==> src/rtl/map_ss_seq.sv <==
// Save-state sequencer: dumps mapper state to a byte stream and replays a byte stream back into the mapper.
// Latency: dump byte RD_LAT+1 clk after its address is driven; restore write 2*M2_HALF+1 clk per byte.
// Backpressure: dout_rdy low parks the sequencer in D_PUSH; din_vld low parks it in R_GET; nothing is lost.
module map_ss_seq #(
   parameter int N_REGS  = 128,
   parameter int RD_LAT  = 2,
   parameter int M2_HALF = 4
) (
   input  logic       clk,
   input  logic       rst,
   input  logic       cmd_dump,
   input  logic       cmd_rest,
   output logic       busy,
   output logic       done,
   output logic       err,
   output logic [7:0] map_idx,
   output logic       ss_act,
   output logic [7:0] ss_addr,
   output logic       ss_we,
   output logic       ss_m2,
   output logic [7:0] ss_wdat,
   input  logic [7:0] ss_rdat,
   output logic [7:0] dout,
   output logic       dout_vld,
   input  logic       dout_rdy,
   input  logic [7:0] din,
   input  logic       din_vld,
   output logic       din_rdy
);

   typedef enum logic [3:0] {
      S_IDLE,
      S_D_SET,
      S_D_WAIT,
      S_D_PUSH,
      S_R_GET,
      S_R_SET,
      S_R_HI,
      S_R_LO,
      S_R_CHK,
      S_FIN
   } state_t;

   // Last state address; it holds the read-only map index and is never written.
   localparam logic [7:0] A_LAST  = 8'(N_REGS - 1);
   localparam logic [7:0] RD_LAST = (RD_LAT > 0) ? 8'(RD_LAT - 1) : 8'd0;
   localparam logic [7:0] M2_LAST = 8'(M2_HALF - 1);
   // With no read latency the readback is sampled in the cycle the address is first driven.
   localparam bit         RD_NONE = (RD_LAT == 0);

   state_t     state;
   state_t     nxt;
   logic [7:0] addr_q;
   logic [7:0] cnt_q;
   logic [7:0] byte_q;
   logic [7:0] dout_q;
   logic [7:0] map_idx_q;
   logic       err_q;

   logic       at_last;
   logic       wait_end;
   logic       m2_end;
   logic       sample;
   logic       chk_now;

   assign at_last  = (addr_q == A_LAST);
   assign wait_end = (cnt_q == RD_LAST);
   assign m2_end   = (cnt_q == M2_LAST);
   assign sample   = ((state == S_D_SET) && RD_NONE) || ((state == S_D_WAIT) && wait_end);
   assign chk_now  = (state == S_R_CHK) && (RD_NONE || wait_end);

   // State register; reset aborts any sequence immediately.
   always_ff @(posedge clk or posedge rst) begin
      if (rst) begin
         state <= S_IDLE;
      end else begin
         state <= nxt;
      end
   end

   // Next-state decode; dump wins when both commands arrive together.
   always_comb begin
      nxt = state;
      case (state)
         S_IDLE: begin
            if (cmd_dump) begin
               nxt = S_D_SET;
            end else if (cmd_rest) begin
               nxt = S_R_GET;
            end
         end
         S_D_SET:  nxt = RD_NONE ? S_D_PUSH : S_D_WAIT;
         S_D_WAIT: nxt = wait_end ? S_D_PUSH : S_D_WAIT;
         S_D_PUSH: begin
            if (dout_rdy) begin
               nxt = at_last ? S_FIN : S_D_SET;
            end
         end
         S_R_GET: begin
            if (din_vld) begin
               nxt = at_last ? S_R_CHK : S_R_SET;
            end
         end
         S_R_SET:  nxt = S_R_HI;
         S_R_HI:   nxt = m2_end ? S_R_LO : S_R_HI;
         S_R_LO:   nxt = m2_end ? S_R_GET : S_R_LO;
         S_R_CHK:  nxt = chk_now ? S_FIN : S_R_CHK;
         S_FIN:    nxt = S_IDLE;
         default:  nxt = S_IDLE;
      endcase
   end

   // Address walk, phase counter and data capture for both directions.
   always_ff @(posedge clk or posedge rst) begin
      if (rst) begin
         addr_q    <= 8'd0;
         cnt_q     <= 8'd0;
         byte_q    <= 8'd0;
         dout_q    <= 8'd0;
         map_idx_q <= 8'd0;
         err_q     <= 1'b0;
      end else begin
         case (state)
            S_IDLE: begin
               if (cmd_dump || cmd_rest) begin
                  addr_q <= 8'd0;
                  cnt_q  <= 8'd0;
                  err_q  <= 1'b0;
               end
            end
            S_D_SET: begin
               cnt_q <= 8'd0;
            end
            S_D_WAIT: begin
               if (!wait_end) begin
                  cnt_q <= cnt_q + 8'd1;
               end
            end
            S_D_PUSH: begin
               if (dout_rdy && !at_last) begin
                  addr_q <= addr_q + 8'd1;
               end
            end
            S_R_GET: begin
               cnt_q <= 8'd0;
               if (din_vld) begin
                  byte_q <= din;
               end
            end
            S_R_SET: begin
               cnt_q <= 8'd0;
            end
            S_R_HI: begin
               cnt_q <= m2_end ? 8'd0 : cnt_q + 8'd1;
            end
            S_R_LO: begin
               if (m2_end) begin
                  cnt_q  <= 8'd0;
                  addr_q <= addr_q + 8'd1;
               end else begin
                  cnt_q <= cnt_q + 8'd1;
               end
            end
            S_R_CHK: begin
               if (chk_now) begin
                  err_q <= (byte_q != ss_rdat);
               end else begin
                  cnt_q <= cnt_q + 8'd1;
               end
            end
            S_FIN: begin
               addr_q <= 8'd0;
            end
            default: begin
               addr_q <= 8'd0;
            end
         endcase
         // Readback capture is shared by D_SET (no latency) and D_WAIT.
         if (sample) begin
            dout_q <= ss_rdat;
            if (at_last) begin
               map_idx_q <= ss_rdat;
            end
         end
      end
   end

   // Outputs decoded from state; write strobes only exist in the restore write phases.
   always_comb begin
      busy     = (state != S_IDLE) && (state != S_FIN);
      ss_act   = busy;
      done     = (state == S_FIN);
      dout_vld = (state == S_D_PUSH);
      din_rdy  = (state == S_R_GET);
      ss_we    = (state == S_R_SET) || (state == S_R_HI) || (state == S_R_LO);
      ss_m2    = (state == S_R_HI);
      ss_addr  = busy ? addr_q : 8'd0;
      ss_wdat  = ss_we ? byte_q : 8'd0;
      dout     = dout_q;
      err      = err_q;
      map_idx  = map_idx_q;
   end

endmodule
==> config.mk <==
export PLATFORM = sky130hd
export DESIGN_NAME = map_ss_seq
export DESIGN_NICKNAME = d
export VERILOG_FILES = /design/src/rtl/map_ss_seq.sv
export SDC_FILE = /design/constraint.sdc
export NUM_CORES = 1
export LEC_CHECK = 0
export CELL_PAD_IN_SITES_DETAIL_PLACEMENT = 0
export CELL_PAD_IN_SITES_GLOBAL_PLACEMENT = 2
export CORE_UTILIZATION = 30
export CTS_CLUSTER_SIZE = 16
export DETAILED_ROUTE_END_ITERATION = 6
export HOLD_SLACK_MARGIN = 0.08
export PLACE_DENSITY = 0.91
export SLEW_MARGIN = 20
export SYNTH_ARGS = -nofsm -noshare
export SYNTH_HDL_FRONTEND = slang
export SYNTH_SLANG_ARGS = --single-unit
==> constraint.sdc <==
create_clock -name clk -period 3 [get_ports clk]
set_input_delay 0.3 -clock clk [delete_from_list [all_inputs] [get_ports clk]]
set_output_delay 0.3 -clock clk [all_outputs]
set_load 0.005 [all_outputs]
==> results.md <==
* Result of the run: finished, final reports clean
* Portion of the clock cycle consumed by the worst path in the final layout at 0.8510
* Share of cells above drive strength 1 at 0.1541
* Average cell area after synthesis at 10.05 um^2
* First DRT Iteration DRCs at 62
* Achievable frequency at 391.7 MHz
* Die width at 93.90 um
* Skew final at 10.17 ps
* Critical path capture point type: flop
* Routed wirelength normalized by instance count at 14.50 um
* Total die area at 8817 um^2
* Number of nets in the layout at 342
* Fin util at 0.4126
* Transition at the pin with the smallest max-transition slack at 705.3 ps
* Maximum number of pins on one net before global-route repair at 28
* Inserted Clock Buffers at 5
* Vias in the first global route at 1954
* Sum of overflow across all layers after global routing at 0
* CTS tree: yes
* Overall track demand over capacity in global routing at 0.1412
* CTS H-tree depth at 2
* Proportion of netlist area held by the largest area contributor at 0.4444
* PortBufs at 61
* Initial core utilization at 0.3099
* Leakage power figure at 1.392 nW
* Final non-filler cell total at 423
* Kind of path behind the tightest hold check: in -> async
* Total routed wirelength at 6134 um
* Dominant cells by area after synthesis: sky130_fd_sc_hd__dfrtp_1, sky130_fd_sc_hd__mux2_2, sky130_fd_sc_hd__and2_1
* IR Drop Worst-Case VDD at 0.0002210 V
* Buffer levels on the longest clock path at 2
* Combined area of all synthesized cells at 2534 um^2
* Cell variety after synth at 44
* PD cells at 731.3 nW/um^2
* Relative slew slack at 0.5269
* First drt pass iteration count at 4
* Required time at the endpoint of the critical path at 3180 ps
* Net count after synthesis at 277
* Count of flip-flops with a built-in enable after synthesis at 0
* Sink Count at 45
* Number of max-slew violations in the final report at 0
* Multi-input logic area at 1329 um^2
* Final sum of negative setup slack at 0 ps
* Global-route wire length before repair at 9756 um
* Sequential fraction of the synthesis area at 0.4444
* Clk root buf: sky130_fd_sc_hd__clkbuf_8
* Share of flip-flops with an asynchronous set or reset at 1.000
* Signed area change from the synthesized netlist to the final layout at 33.14%
* Placement Rows at 33
* Type of element launching the critical path: flop
* Mapped Cells at 252
* Maximum fanout encountered on the critical timing path at 8
* Unrepaired setup endpoints after global routing: false
* Vias post-DR at 2101
* Post-route DRC violation count at 0
* Type of the worst setup path: reg -> reg
* Hold-fix buffer count after cts at 0
* Routed via count divided by cell count at 4.967
* Endpoints failing hold at 0
* Placed Cells incl. Taps at 415
* Overall power consumption at 2.467 mW
* Storage cell area at 1126 um^2
* Number of max-cap violations at 0
* Top-Level Pins at 62
* Total of flip-flops plus latches after synthesis at 45
* Prevailing post-synth register cell: sky130_fd_sc_hd__dfrtp_1
* Number of endpoints failing setup at the final stage at 0
* Yosys warning total at 0
* Top cell types by occurrence after synthesis: sky130_fd_sc_hd__dfrtp_1, sky130_fd_sc_hd__mux2_2, sky130_fd_sc_hd__nor2_1
* Fillcell total at 839
* Endpoint arrival time on the critical path at 2740 ps
* Die Y at 93.90 um
* Initial antenna violation count at 0
* Resized Gates After CTS at 0
* Count of nets left with antenna violations after detail routing at 0
* RD Place Congestion at 0.8252
* Dominant cell type by area after synthesis: sky130_fd_sc_hd__dfrtp_1
* Post CTS Setup Buffer Count at 0
* Top-count cell post-synth: sky130_fd_sc_hd__dfrtp_1
* Clock period minus final worst setup slack at 2553 ps
* Clock Latency Late Sink at 300 ps
* Placeable Area at 8175 um^2
* DP Wirelength at 4637 um
* Clock edge transition at the registers on the reported setup and hold paths at 90 ps
* # diodes at 0
## layout by cell type, fill, tap and decap left out, types with 2 or more instances in the layout
cell	n
sky130_fd_sc_hd__a21oi_1	8
sky130_fd_sc_hd__a31oi_1	2
sky130_fd_sc_hd__and2_1	17
sky130_fd_sc_hd__and3_1	5
sky130_fd_sc_hd__and3_2	4
sky130_fd_sc_hd__buf_4	8
sky130_fd_sc_hd__clkbuf_8	5
sky130_fd_sc_hd__clkdlybuf4s50_1	61
sky130_fd_sc_hd__dfrtp_1	45
sky130_fd_sc_hd__ha_1	3
sky130_fd_sc_hd__inv_1	6
sky130_fd_sc_hd__mux2_2	24
sky130_fd_sc_hd__mux2i_1	2
sky130_fd_sc_hd__nand2_1	14
sky130_fd_sc_hd__nand2b_1	5
sky130_fd_sc_hd__nand3_1	8
sky130_fd_sc_hd__nand3b_1	2
sky130_fd_sc_hd__nand4_1	4
sky130_fd_sc_hd__nor2_1	19
sky130_fd_sc_hd__nor2b_1	3
sky130_fd_sc_hd__nor3_1	7
sky130_fd_sc_hd__nor4_4	2
sky130_fd_sc_hd__o2111ai_1	2
sky130_fd_sc_hd__o21ai_0	12
sky130_fd_sc_hd__o31ai_1	12
sky130_fd_sc_hd__o41ai_1	2
sky130_fd_sc_hd__or3_1	3
sky130_fd_sc_hd__or4_1	2
sky130_fd_sc_hd__xnor2_1	9
sky130_fd_sc_hd__xor2_1	4
## final timing paths
path,start,endpoint,cells after the start,slack [ps]
worst max-delay path,cnt_q[2],map_idx[4],5,450
worst min register to register,map_idx[7],map_idx[7],1,510
worst max register to register,cnt_q[2],map_idx[4],5,450
min in group clk,map_idx[7],map_idx[7],1,510
max in group asynchronous,rst,addr_q[0],3,1930
worst min-delay path,rst,dout[1],2,330
## state kept, by name, summed over array words and instances (netlist names)
signal   count
state        4
dout         8
byte_q       8
map_idx      8
cnt_q        8
err          1
addr_q       8
## layer usage
metal / part of all wire / wire (um) / up-vias / global-route usage
met3: 0.044 / 268 / 2 / 0.02994
met5: 0 / 0 / - / 0
met1: 0.50 / 3092 / 1016 / 0.2015
met2: 0.45 / 2750 / 44 / 0.2220
met4: 0.0037 / 23 / 0 / 0.02308
li1: - / - / 1039 / -
## through the flow
step / setup slack [ps] / instance area [um^2] / hold slack (ps)
floorplan: 609.9 / 2534 / 408.6
global placement: 538.5 / 3283 / 485.2
detailed placement: 412.8 / 3283 / 496.1
CTS: 406.2 / 3373 / 349.4
global route: 311.0 / 3373 / 369.0
finish: 446.9 / 3373 / 327.9
## cell families (layout without fill, tap and decap cells)
kind of cell | Yosys count | count (layout) | synth area share
and+or+nand+nor | 100 | 100 | 0.2281
AOI/OAI and AO/OA | 47 | 47 | 0.1220
DFF | 45 | 45 | 0.4444
adders and majority gates | 3 | 3 | 0.01482
muxes | 26 | 26 | 0.1146
xor gates and xnor gates | 13 | 13 | 0.04494
buffers and inverters | 18 | 84 | 0.03111
## layout make-up
cell class                      instances  share of cell area
Timing Repair Buffer                   69              0.1988
Tap cell                              105             0.03895
Sequential cell                        45              0.3338
Clock buffer                            5             0.02040
Multi-Input combinational cell        189              0.3939
Clock inverter                          3            0.006306
Inverter                                7            0.007789
## worst max-delay path, stage by stage (launching register included)
cell and delay (ps):
sky130_fd_sc_hd__dfrtp_1 460, sky130_fd_sc_hd__nor4_4 380, sky130_fd_sc_hd__nand3_2 170, sky130_fd_sc_hd__or4_1 560
sky130_fd_sc_hd__nor4_4 470, sky130_fd_sc_hd__mux2_2 400
## power breakdown
group	leakage, nW	switching, mW	internal, mW	total [mW]
Combinational	0.764	0.509	0.625	1.13
Clock	0.0445	0.215	0.165	0.380
Sequential	0.584	0.193	0.759	0.952
Total	1.39	0.917	1.55	2.47
No activity file was read; power rests on OpenSTA's default activity.
